==> config.mk <==
export PLATFORM = sky130hd
export DESIGN_NAME = cdb_arbiter
export DESIGN_NICKNAME = d
export VERILOG_FILES = /design/src/rtl/cdb_arbiter.sv
export SDC_FILE = /design/constraint.sdc
export NUM_CORES = 1
export LEC_CHECK = 0
export CAP_MARGIN = 10
export CORE_UTILIZATION = 36
export DETAILED_ROUTE_END_ITERATION = 10
export GPL_TIMING_DRIVEN = 0
export PLACE_DENSITY_LB_ADDON = 0.05
export SYNTH_ARGS = -nofsm -noshare
export SYNTH_HDL_FRONTEND = slang
export SYNTH_SLANG_ARGS = --single-unit
==> constraint.sdc <==
create_clock -name clk -period 9.8 [get_ports clk]
set_input_delay 1.47 -clock clk [delete_from_list [all_inputs] [get_ports clk]]
set_output_delay 1.47 -clock clk [all_outputs]
set_load 0.005 [all_outputs]
==> src/rtl/cdb_arbiter.sv <==
// ---------------------------------------------------------------------------
// cdb_arbiter
//
// Common-data-bus arbiter for the out-of-order core. Each of NUM_SRC result
// producers (ALUs, load buffer, address unit) writes completed results into
// its own small FIFO. Once per cycle one non-empty FIFO head is granted and
// loaded into the registered CDB broadcast consumed by the reservation
// station, the rename ready table and the reorder buffer.
//
// Optional feature macro: CDB_OLDEST_FIRST_EN
//   undefined : round-robin arbitration, rob_head ignored
//   defined   : oldest-first arbitration by (rob_idx - rob_head), ties to the
//               lowest source index, round-robin pointer not consulted
//
// Ports:
//   clk          clock
//   rst          synchronous active-high reset
//   src_valid    per-source result valid
//   src_ready    per-source FIFO can accept (0 while rst is high)
//   src_tag      packed tags, source i at [i*TAG_WIDTH +: TAG_WIDTH]
//   src_data     packed data, same packing
//   src_rob_idx  packed ROB indices, same packing
//   flush        mispredict flush, drops everything queued or arriving
//   rob_head     ROB head index (oldest-first mode only)
//   cdb_valid    broadcast valid
//   cdb_tag      broadcast physical tag
//   cdb_data     broadcast data
//   cdb_rob_idx  broadcast ROB index
//   cdb_grant    one-hot source of the broadcast, zero when cdb_valid=0
// ---------------------------------------------------------------------------
module cdb_arbiter #(
   parameter int NUM_SRC       = 4,
   parameter int DATA_WIDTH    = 32,
   parameter int TAG_WIDTH     = 6,
   parameter int ROB_IDX_WIDTH = 4,
   parameter int QUEUE_DEPTH   = 2
) (
   input  logic                              clk,
   input  logic                              rst,
   input  logic [NUM_SRC-1:0]                src_valid,
   output logic [NUM_SRC-1:0]                src_ready,
   input  logic [NUM_SRC*TAG_WIDTH-1:0]      src_tag,
   input  logic [NUM_SRC*DATA_WIDTH-1:0]     src_data,
   input  logic [NUM_SRC*ROB_IDX_WIDTH-1:0]  src_rob_idx,
   input  logic                              flush,
   input  logic [ROB_IDX_WIDTH-1:0]          rob_head,
   output logic                              cdb_valid,
   output logic [TAG_WIDTH-1:0]              cdb_tag,
   output logic [DATA_WIDTH-1:0]             cdb_data,
   output logic [ROB_IDX_WIDTH-1:0]          cdb_rob_idx,
   output logic [NUM_SRC-1:0]                cdb_grant
);

   // A depth-1 FIFO still gets a 1-bit pointer so the vectors stay legal;
   // the wrap logic keeps it at zero.
   localparam int PTR_W = (QUEUE_DEPTH > 1) ? $clog2(QUEUE_DEPTH) : 1;
   localparam int CNT_W = $clog2(QUEUE_DEPTH) + 1;
   localparam int SRC_W = $clog2(NUM_SRC);
   localparam int SUM_W = SRC_W + 1;

   logic [TAG_WIDTH-1:0]     q_tag  [NUM_SRC][QUEUE_DEPTH];
   logic [DATA_WIDTH-1:0]    q_data [NUM_SRC][QUEUE_DEPTH];
   logic [ROB_IDX_WIDTH-1:0] q_rob  [NUM_SRC][QUEUE_DEPTH];

   logic [PTR_W-1:0] wr_ptr [NUM_SRC];
   logic [PTR_W-1:0] rd_ptr [NUM_SRC];
   logic [CNT_W-1:0] count  [NUM_SRC];

   logic [TAG_WIDTH-1:0]     head_tag  [NUM_SRC];
   logic [DATA_WIDTH-1:0]    head_data [NUM_SRC];
   logic [ROB_IDX_WIDTH-1:0] head_rob  [NUM_SRC];
   logic [NUM_SRC-1:0]       not_empty;
   logic [NUM_SRC-1:0]       push;
   logic [NUM_SRC-1:0]       pop;

   logic             grant_valid;
   logic [SRC_W-1:0] grant_idx;
   logic [SRC_W-1:0] rr_ptr;

   function automatic logic [PTR_W-1:0] ptr_inc(input logic [PTR_W-1:0] p);
      if (p == PTR_W'(QUEUE_DEPTH - 1)) begin
         return '0;
      end
      return p + 1'b1;
   endfunction

   // Ready comes only from the registered occupancy, so a full queue refuses
   // a push even in the cycle its head is being popped.
   always_comb begin
      for (int i = 0; i < NUM_SRC; i++) begin
         src_ready[i] = !rst && (count[i] < CNT_W'(QUEUE_DEPTH));
         not_empty[i] = (count[i] != '0);
         head_tag[i]  = q_tag[i][rd_ptr[i]];
         head_data[i] = q_data[i][rd_ptr[i]];
         head_rob[i]  = q_rob[i][rd_ptr[i]];
      end
   end

`ifdef CDB_OLDEST_FIRST_EN
   logic [ROB_IDX_WIDTH-1:0] cand_age;
   logic [ROB_IDX_WIDTH-1:0] best_age;

   // Oldest-first: age is the modular distance from the ROB head. The strict
   // less-than keeps the lowest source index on a tie.
   always_comb begin
      grant_valid = 1'b0;
      grant_idx   = '0;
      cand_age    = '0;
      best_age    = '0;
      for (int i = 0; i < NUM_SRC; i++) begin
         cand_age = head_rob[i] - rob_head;
         if (not_empty[i] && (!grant_valid || (cand_age < best_age))) begin
            grant_valid = 1'b1;
            grant_idx   = SRC_W'(i);
            best_age    = cand_age;
         end
      end
   end
`else
   logic [SUM_W-1:0] rr_sum;
   logic             unused_rob_head;

   assign unused_rob_head = ^rob_head;

   // Round-robin: walk the sources starting at rr_ptr, wrapping modulo
   // NUM_SRC (which need not be a power of two), and take the first
   // non-empty one.
   always_comb begin
      grant_valid = 1'b0;
      grant_idx   = '0;
      rr_sum      = '0;
      for (int k = 0; k < NUM_SRC; k++) begin
         rr_sum = {1'b0, rr_ptr} + SUM_W'(k);
         if (rr_sum >= SUM_W'(NUM_SRC)) begin
            rr_sum = rr_sum - SUM_W'(NUM_SRC);
         end
         if (!grant_valid && not_empty[rr_sum[SRC_W-1:0]]) begin
            grant_valid = 1'b1;
            grant_idx   = rr_sum[SRC_W-1:0];
         end
      end
   end
`endif

   // Flush kills both the arriving pushes and the pop of this cycle, so
   // nothing that was in flight can reach the bus afterwards.
   always_comb begin
      for (int i = 0; i < NUM_SRC; i++) begin
         push[i] = src_valid[i] && src_ready[i] && !flush;
         pop[i]  = grant_valid && (grant_idx == SRC_W'(i)) && !flush;
      end
   end

   // FIFO pointers and occupancy; a push and pop together leave count alone.
   always_ff @(posedge clk) begin
      for (int i = 0; i < NUM_SRC; i++) begin
         if (rst || flush) begin
            wr_ptr[i] <= '0;
            rd_ptr[i] <= '0;
            count[i]  <= '0;
         end else begin
            if (push[i]) begin
               wr_ptr[i] <= ptr_inc(wr_ptr[i]);
            end
            if (pop[i]) begin
               rd_ptr[i] <= ptr_inc(rd_ptr[i]);
            end
            if (push[i] && !pop[i]) begin
               count[i] <= count[i] + 1'b1;
            end else if (pop[i] && !push[i]) begin
               count[i] <= count[i] - 1'b1;
            end
         end
      end
   end

   // Entry storage needs no reset: occupancy alone says what is valid.
   always_ff @(posedge clk) begin
      for (int i = 0; i < NUM_SRC; i++) begin
         if (push[i]) begin
            q_tag[i][wr_ptr[i]]  <= src_tag[i*TAG_WIDTH +: TAG_WIDTH];
            q_data[i][wr_ptr[i]] <= src_data[i*DATA_WIDTH +: DATA_WIDTH];
            q_rob[i][wr_ptr[i]]  <= src_rob_idx[i*ROB_IDX_WIDTH +: ROB_IDX_WIDTH];
         end
      end
   end

   // Broadcast register and round-robin pointer. With no grant the payload
   // holds its last value; only valid and grant drop. Flush leaves the
   // pointer where it was so fairness carries across the mispredict.
   always_ff @(posedge clk) begin
      if (rst) begin
         cdb_valid   <= 1'b0;
         cdb_tag     <= '0;
         cdb_data    <= '0;
         cdb_rob_idx <= '0;
         cdb_grant   <= '0;
         rr_ptr      <= '0;
      end else if (flush) begin
         cdb_valid <= 1'b0;
         cdb_grant <= '0;
      end else if (grant_valid) begin
         cdb_valid   <= 1'b1;
         cdb_tag     <= head_tag[grant_idx];
         cdb_data    <= head_data[grant_idx];
         cdb_rob_idx <= head_rob[grant_idx];
         cdb_grant   <= NUM_SRC'(1) << grant_idx;
         rr_ptr      <= (grant_idx == SRC_W'(NUM_SRC - 1)) ? '0 : grant_idx + 1'b1;
      end else begin
         cdb_valid <= 1'b0;
         cdb_grant <= '0;
      end
   end

endmodule

Word level (Yosys, flattened, before mapping)
Memory sizes are Yosys's and may differ from the RTL's.
Cells that the tools add are included.
- add/subtract/negate cells: 24
- order comparisons: 25
- eq/ne operators: 3
- shift-type cells: 1
- muxes and demuxes: 229
- bitwise operators: 27
- reductions and logical operators: 57
- operators with widths (cell ; number):
    $mux 32 ; 18
    $mux 64 ; 4
    $demux 32 s1 ; 4
    $mux 1 ; 127
    $mux 6 ; 18
    $mux 4 ; 18
    $bmux 32 s2 ; 1
    $mux 12 ; 4
    $logic_and 1x1->1 ; 35
    $mux 2 ; 17
    $mux 8 ; 4
    $demux 6 s1 ; 4
    $demux 4 s1 ; 4
    $ge 2x2->1 const B ; 8
    $not 1->2 ; 8
    $or 1x1->1 ; 16
    $sub 2x1->2 const B ; 8
    $logic_not 1->1 ; 13
    $bmux 6 s2 ; 1
    $ge 3x3->1 const B ; 4
    $lt 2x3->1 const B ; 4
    $add 2x1->2 const B ; 5
    $add 1x1->1 const B ; 8
    $bmux 1 s2 ; 4
    17 further kinds ; 29
- flip-flop bits (word level): 49
- memory bits (writable): 352
- bits of input ports: 179
- logic and storage cells: 378
- memories: 6
- memory list (memory ; words ; bits a word ; read ports ; clocked after Yosys merged registers in ; wr ports ; RTL line ; RTL):
    q_data ; 4 ; 64 ; 4 ; 0 ; 4 ; 62 ; logic [DATA_WIDTH-1:0] q_data [NUM_SRC][QUEUE_DEPTH];
    q_tag ; 4 ; 12 ; 4 ; 0 ; 4 ; 61 ; logic [TAG_WIDTH-1:0] q_tag [NUM_SRC][QUEUE_DEPTH];
    q_rob ; 4 ; 8 ; 4 ; 0 ; 4 ; 63 ; logic [ROB_IDX_WIDTH-1:0] q_rob [NUM_SRC][QUEUE_DEPTH];
    count ; 4 ; 2 ; 4 ; 0 ; 4 ; 67 ; logic [CNT_W-1:0] count [NUM_SRC];
    rd_ptr ; 4 ; 1 ; 4 ; 0 ; 4 ; 66 ; logic [PTR_W-1:0] rd_ptr [NUM_SRC];
    wr_ptr ; 4 ; 1 ; 4 ; 0 ; 4 ; 65 ; logic [PTR_W-1:0] wr_ptr [NUM_SRC];

Depth between registers and ports, before layout
- depth after elaboration: 24
- depth in mapped cells: 14
- depth with buffers taken out: 11

Worst setup path before layout
Ideal clock, no wire load.
- kind: in2reg
- start point: input port rst
- end point: memory q_data[1][32] (netlist name), enable pin
- library setup time: 0.493 ns
- data arrival time: 5.083 ns
- data required time: 9.307 ns
- path slack: 4.223 ns
- stages: 4
- path buffers: 2
- cells stage by stage: or2_2 clkbuf_1 clkbuf_1 nor3_1
- RTL lines (item ; RTL line ; RTL):
    start: declaration ; 39 ; input logic rst,
    end: declaration ; 62 ;

Final worst setup path
- start point: input port rst
- end point: output port src_ready[1]
- longest elaborated chain between the ends: 2
- ends and longest elaborated chain (item ; RTL line ; RTL):
    $logic_not 1->1 ; 91 ; src_ready[i] = !rst && (count[i] < CNT_W'(QUEUE_DEPTH));
    $logic_and 1x1->1 ; 91 ;
    end: declaration ; 41 ; output logic [NUM_SRC-1:0] src_ready,
Every way passes these cells.

==> flow_results.org <==
** Timing
- Setup violations remaining at the end of the flow were counted as 0.
- The worst path needs 5.41 ns of the cycle, external delays included.
- The worst pin sits at a relative slew slack of 30.4%.
- Post-route worst hold slack :: 0.486 ns
- Between clock sinks in the finished design, the worst skew comes to about 0.015 ns.
- Fmax achieved :: ~0.18 GHz
- Worst Max-Slew Pin Slew :: between 1 and 1.5 ns
- Worst Slack Setup Final :: between 4 and 5 ns
- Fraction of the cycle the final worst path needs :: ~55%
- Fin. Hold Viols :: 0
- Setup repair after global routing missed its margin :: no
- The count of final max-slew check failures was 0.

** Power and ir drop
- Summed over all cells, the static leakage comes to around 6.9 nW.
- IR drop worst, VDD :: roughly 0.12 mV
- Power density normalized to cell area :: about 270 nW/um^2
- Power after layout :: around 5.7 mW

** Route
- Once detail routing completed, the nets flagged for antenna violations numbered 0.
- Detailed routing inserted a total of 10300 vias.
- 1st-pass router iterations :: 5
- After detailed routing, the total wire length is ~47000 um.
- DRC marker count from the first detailed-route iteration :: 649
- Using the TritonRoute via totals, the vias-per-cell ratio works out to roughly 5.2.
- Remaining routing DRC violations :: 0
- Dividing the detail-routed wire length by the instance count gives between 20 and 25 um.

** Critical path
- Across all register-to-register paths, the minimum setup slack is between 5 and 6 ns.
- CP peak stage delay :: a little under 0.8 ns
- R2R depth :: 10
- Startpoint of the most critical register-to-register path :: count[3][1]
- The critical path in this run is classified as in -> out.
- Buffers plus inverters on the worst setup path :: 4
- The signal on the critical path passes through clkdlybuf4s50_1 > clkbuf_1 > clkbuf_1 > nor2_1 > clkdlybuf4s50_1.
- Crit path to :: src_ready[1]
- Of all nets on the critical path, the largest fanout is 10.
- Worst endpoint data arrival time :: around 3.9 ns
- Slowest-stage cell, CP :: sky130_fd_sc_hd__clkdlybuf4s50_1
- Crit path depth :: 5
- Endpoint kind of the worst setup timing path :: output pin
- Start point of the critical path :: rst
- Req. time, crit path :: between 8 and 9 ns
- Reg2Reg Capture Point :: cdb_data[21]
- Startpoint type of the worst setup path :: input port
- CP top delay family :: buffers and inverters

** Yosys
- Proportion of synthesized chip area in sequential cells :: a little under three quarters
- The share of synthesized area in the top cell type comes to 65.4%.
- After synthesis, the share of flip-flops with an asynchronous set or reset is 0%.
- Number of different library cells in the post-synthesis netlist :: 53
- The average instance in the mapped netlist occupies roughly 15 um^2.
- Post-synthesis cell type with the largest combined area :: sky130_fd_sc_hd__edfxtp_1
- Yosys reg bits :: between 400 and 500
- Post-synth EDFFs :: roughly 350
- Gate count of the mapped netlist :: ~1000
- Among all flip-flop cells after synthesis, the most frequent one is sky130_fd_sc_hd__edfxtp_1.
- For this run, the number of Yosys warnings is 0.
- Mapped Nets :: around 1200
- Top area cells in the synthesized netlist :: sky130_fd_sc_hd__edfxtp_1, sky130_fd_sc_hd__dfxtp_1, sky130_fd_sc_hd__mux2_2
- Cell area after technology mapping :: ~16000 um^2

** Final layout
- Most common library cell in the layout ignoring fill and taps :: sky130_fd_sc_hd__edfxtp_1
- In the layout the commonest cells are sky130_fd_sc_hd__edfxtp_1, sky130_fd_sc_hd__clkdlybuf4s50_1, sky130_fd_sc_hd__nand3_1.
- Area growth from synthesis to final layout :: 29.5%
- Final std cells w/o fill :: between 1500 and 2000
- Share of final-layout standard cells stronger than drive strength 1 :: ~15%
- # fillers :: a little under 4000
- After the last flow step, the layout net total stands at 1533.

** Clocking
- In this run, CTS created clock tree buffers numbering between 40 and 50.
- Count of hold buffers inserted by post-cts repair :: 0
- TritonCTS built the clock tree.
- Insertion delay of the later-clocked pin in the worst-skew pair :: ~0.56 ns
- Number of buffers between clock root and the deepest sink :: 3
- H-tree depth :: 2
- For this design, the sink count on the clock tree is between 400 and 500.
- Clk pin slew, worst setup/hold paths :: around 0.060 ns
- Post-CTS Setup Repair Bufs :: 0
- After clock tree synthesis, the repair step resized 0 gates.
- Clock root cell :: sky130_fd_sc_hd__clkbuf_16

** Die
- The floorplan step set the die height to 214 um.
- Io pins :: between 200 and 250
- Row generation in the floorplan step produced slightly below 80 rows.
- Floorplan core area :: between 40000 and 50000 um^2
- Floorplan die width :: 214 um
- The initial utilization of the core area, before any placement, comes to between 30 and 40%.
- The die covers roughly 46000 um^2.

** Placed design
- Setup slack after placement :: approximately 4.3 ns
- Routability-driven placement finished with a final weighted congestion of 0.815.
- Number of I/O port buffers :: roughly 230
- Total instance count after detailed placement :: between 1500 and 2000
- The wire-length estimate of the detail-placed layout is 32800 um.

** Global routing
- Entering global routing, the biggest net connects 25 pins.
- Global routing used approximately 20% of the available tracks across all layers.
- The first global-routing pass estimated between 60000 and 70000 um of wire.
- Summed over all layers, the global routing overflow is 0.
- The number of antenna violations at the first check in global routing is 5.
- Number of global-route vias before repair :: about 11000

** Min path
- In this run the worst hold path is classified as reg -> reg.

** Flow run
- Max-cap violations in this run came to 0.

** Run status
- Run status :: finished clean
[metrics by stage]
stage               setup TNS [ns]  cell area (um^2)  util, %
floorplan                        0             16200        -
global placement             -1.49             19200     43.3
detailed placement               0             19600     44.2
CTS                              0             20900     47.3
global route                     0             20900     47.3
finish                           0             20900     47.3
[state kept, by name, summed over array words and instances (netlist names)]
| name | flops |
|---|---|
| cdb_data | 32 |
| cdb_grant | 4 |
| cdb_rob_idx | 4 |
| cdb_tag | 6 |
| cdb_valid | 1 |
| count | 8 |
| q_data | 256 |
| q_rob | 32 |
| q_tag | 48 |
| rd_ptr | 4 |
| rr_ptr | 2 |
| wr_ptr | 4 |
[cell usage after synthesis, drive strengths merged (3+ instances only)]
cell type	number
a21oi	7
nor2b	3
buf	15
clkbuf	66
nor2	13
dfxtp	49
nand3	92
o21bai	39
nand4	3
nor3	17
ha	7
mux2i	90
o2111ai	4
o211ai	85
a31oi	42
inv	13
edfxtp	352
o21ai	7
mux2	83
nand2	23
a211oi	3
[worst register-to-register path: cells and delay by family (launching register included)]
family | cells | cell delay (ns)
DFF | 1 | 0.40
adders and majority gates | 1 | 0.38
and+or+nand+nor | 2 | 0.27
AOI/OAI and AO/OA | 4 | 1.09
buffers and inverters | 3 | 1.55
[power breakdown]
group / total (mW) / leakage (nW) / switching, mW / internal (mW)
clock: 1.58 / 0.663 / 0.649 / 0.931
combinational: 2.04 / 2.64 / 1.26 / 0.779
sequential: 2.13 / 3.64 / 0.0977 / 2.03
[cells by family after synthesis]
kind of cell               after synthesis  synth area share (%)
AOI/OAI and AO/OA                      199                  8.93
xor gates and xnor gates                 1                0.0542
adders and majority gates                8                 0.603
buffers and inverters                   94                  2.34
DFF                                    401                  71.4
muxes                                  174                  11.5
and+or+nand+nor                        168                  5.16
[worst min path at each step]
stage,startpoint,end,slack [ns],cells after the start
floorplan,cdb_data[31],cdb_data[31],0.45,2
global placement,cdb_data[31],cdb_data[31],0.47,2
detailed placement,cdb_rob_idx[3],cdb_rob_idx[3],0.48,2
CTS,cdb_rob_idx[3],cdb_rob_idx[3],0.49,2
global route,cdb_data[31],cdb_data[31],0.51,2
finish,cdb_rob_idx[3],cdb_rob_idx[3],0.49,2
[layout make-up]
class / instances / area [um^2] / area share (%)
antenna: 2 / 5.00 / 0.0239
buffer: 81 / 328 / 1.57
clock buffer: 71 / 1300 / 6.23
clock inverter: 9 / 66.3 / 0.317
inverter: 13 / 51.3 / 0.245
multi-input combinational: 550 / 4280 / 20.4
sequential: 401 / 11600 / 55.2
tap: 592 / 741 / 3.54
timing repair buffer: 256 / 2620 / 12.5
[routing by layer]
metal	part of all wire, %	routed length (um)	track usage, %
met1	45	20800	27.9
met2	48	22600	33.2
met3	4.8	2240	3.38
met4	2.2	1050	6.62
met5	0.086	40	0
Power figures use the tool's default switching activity.
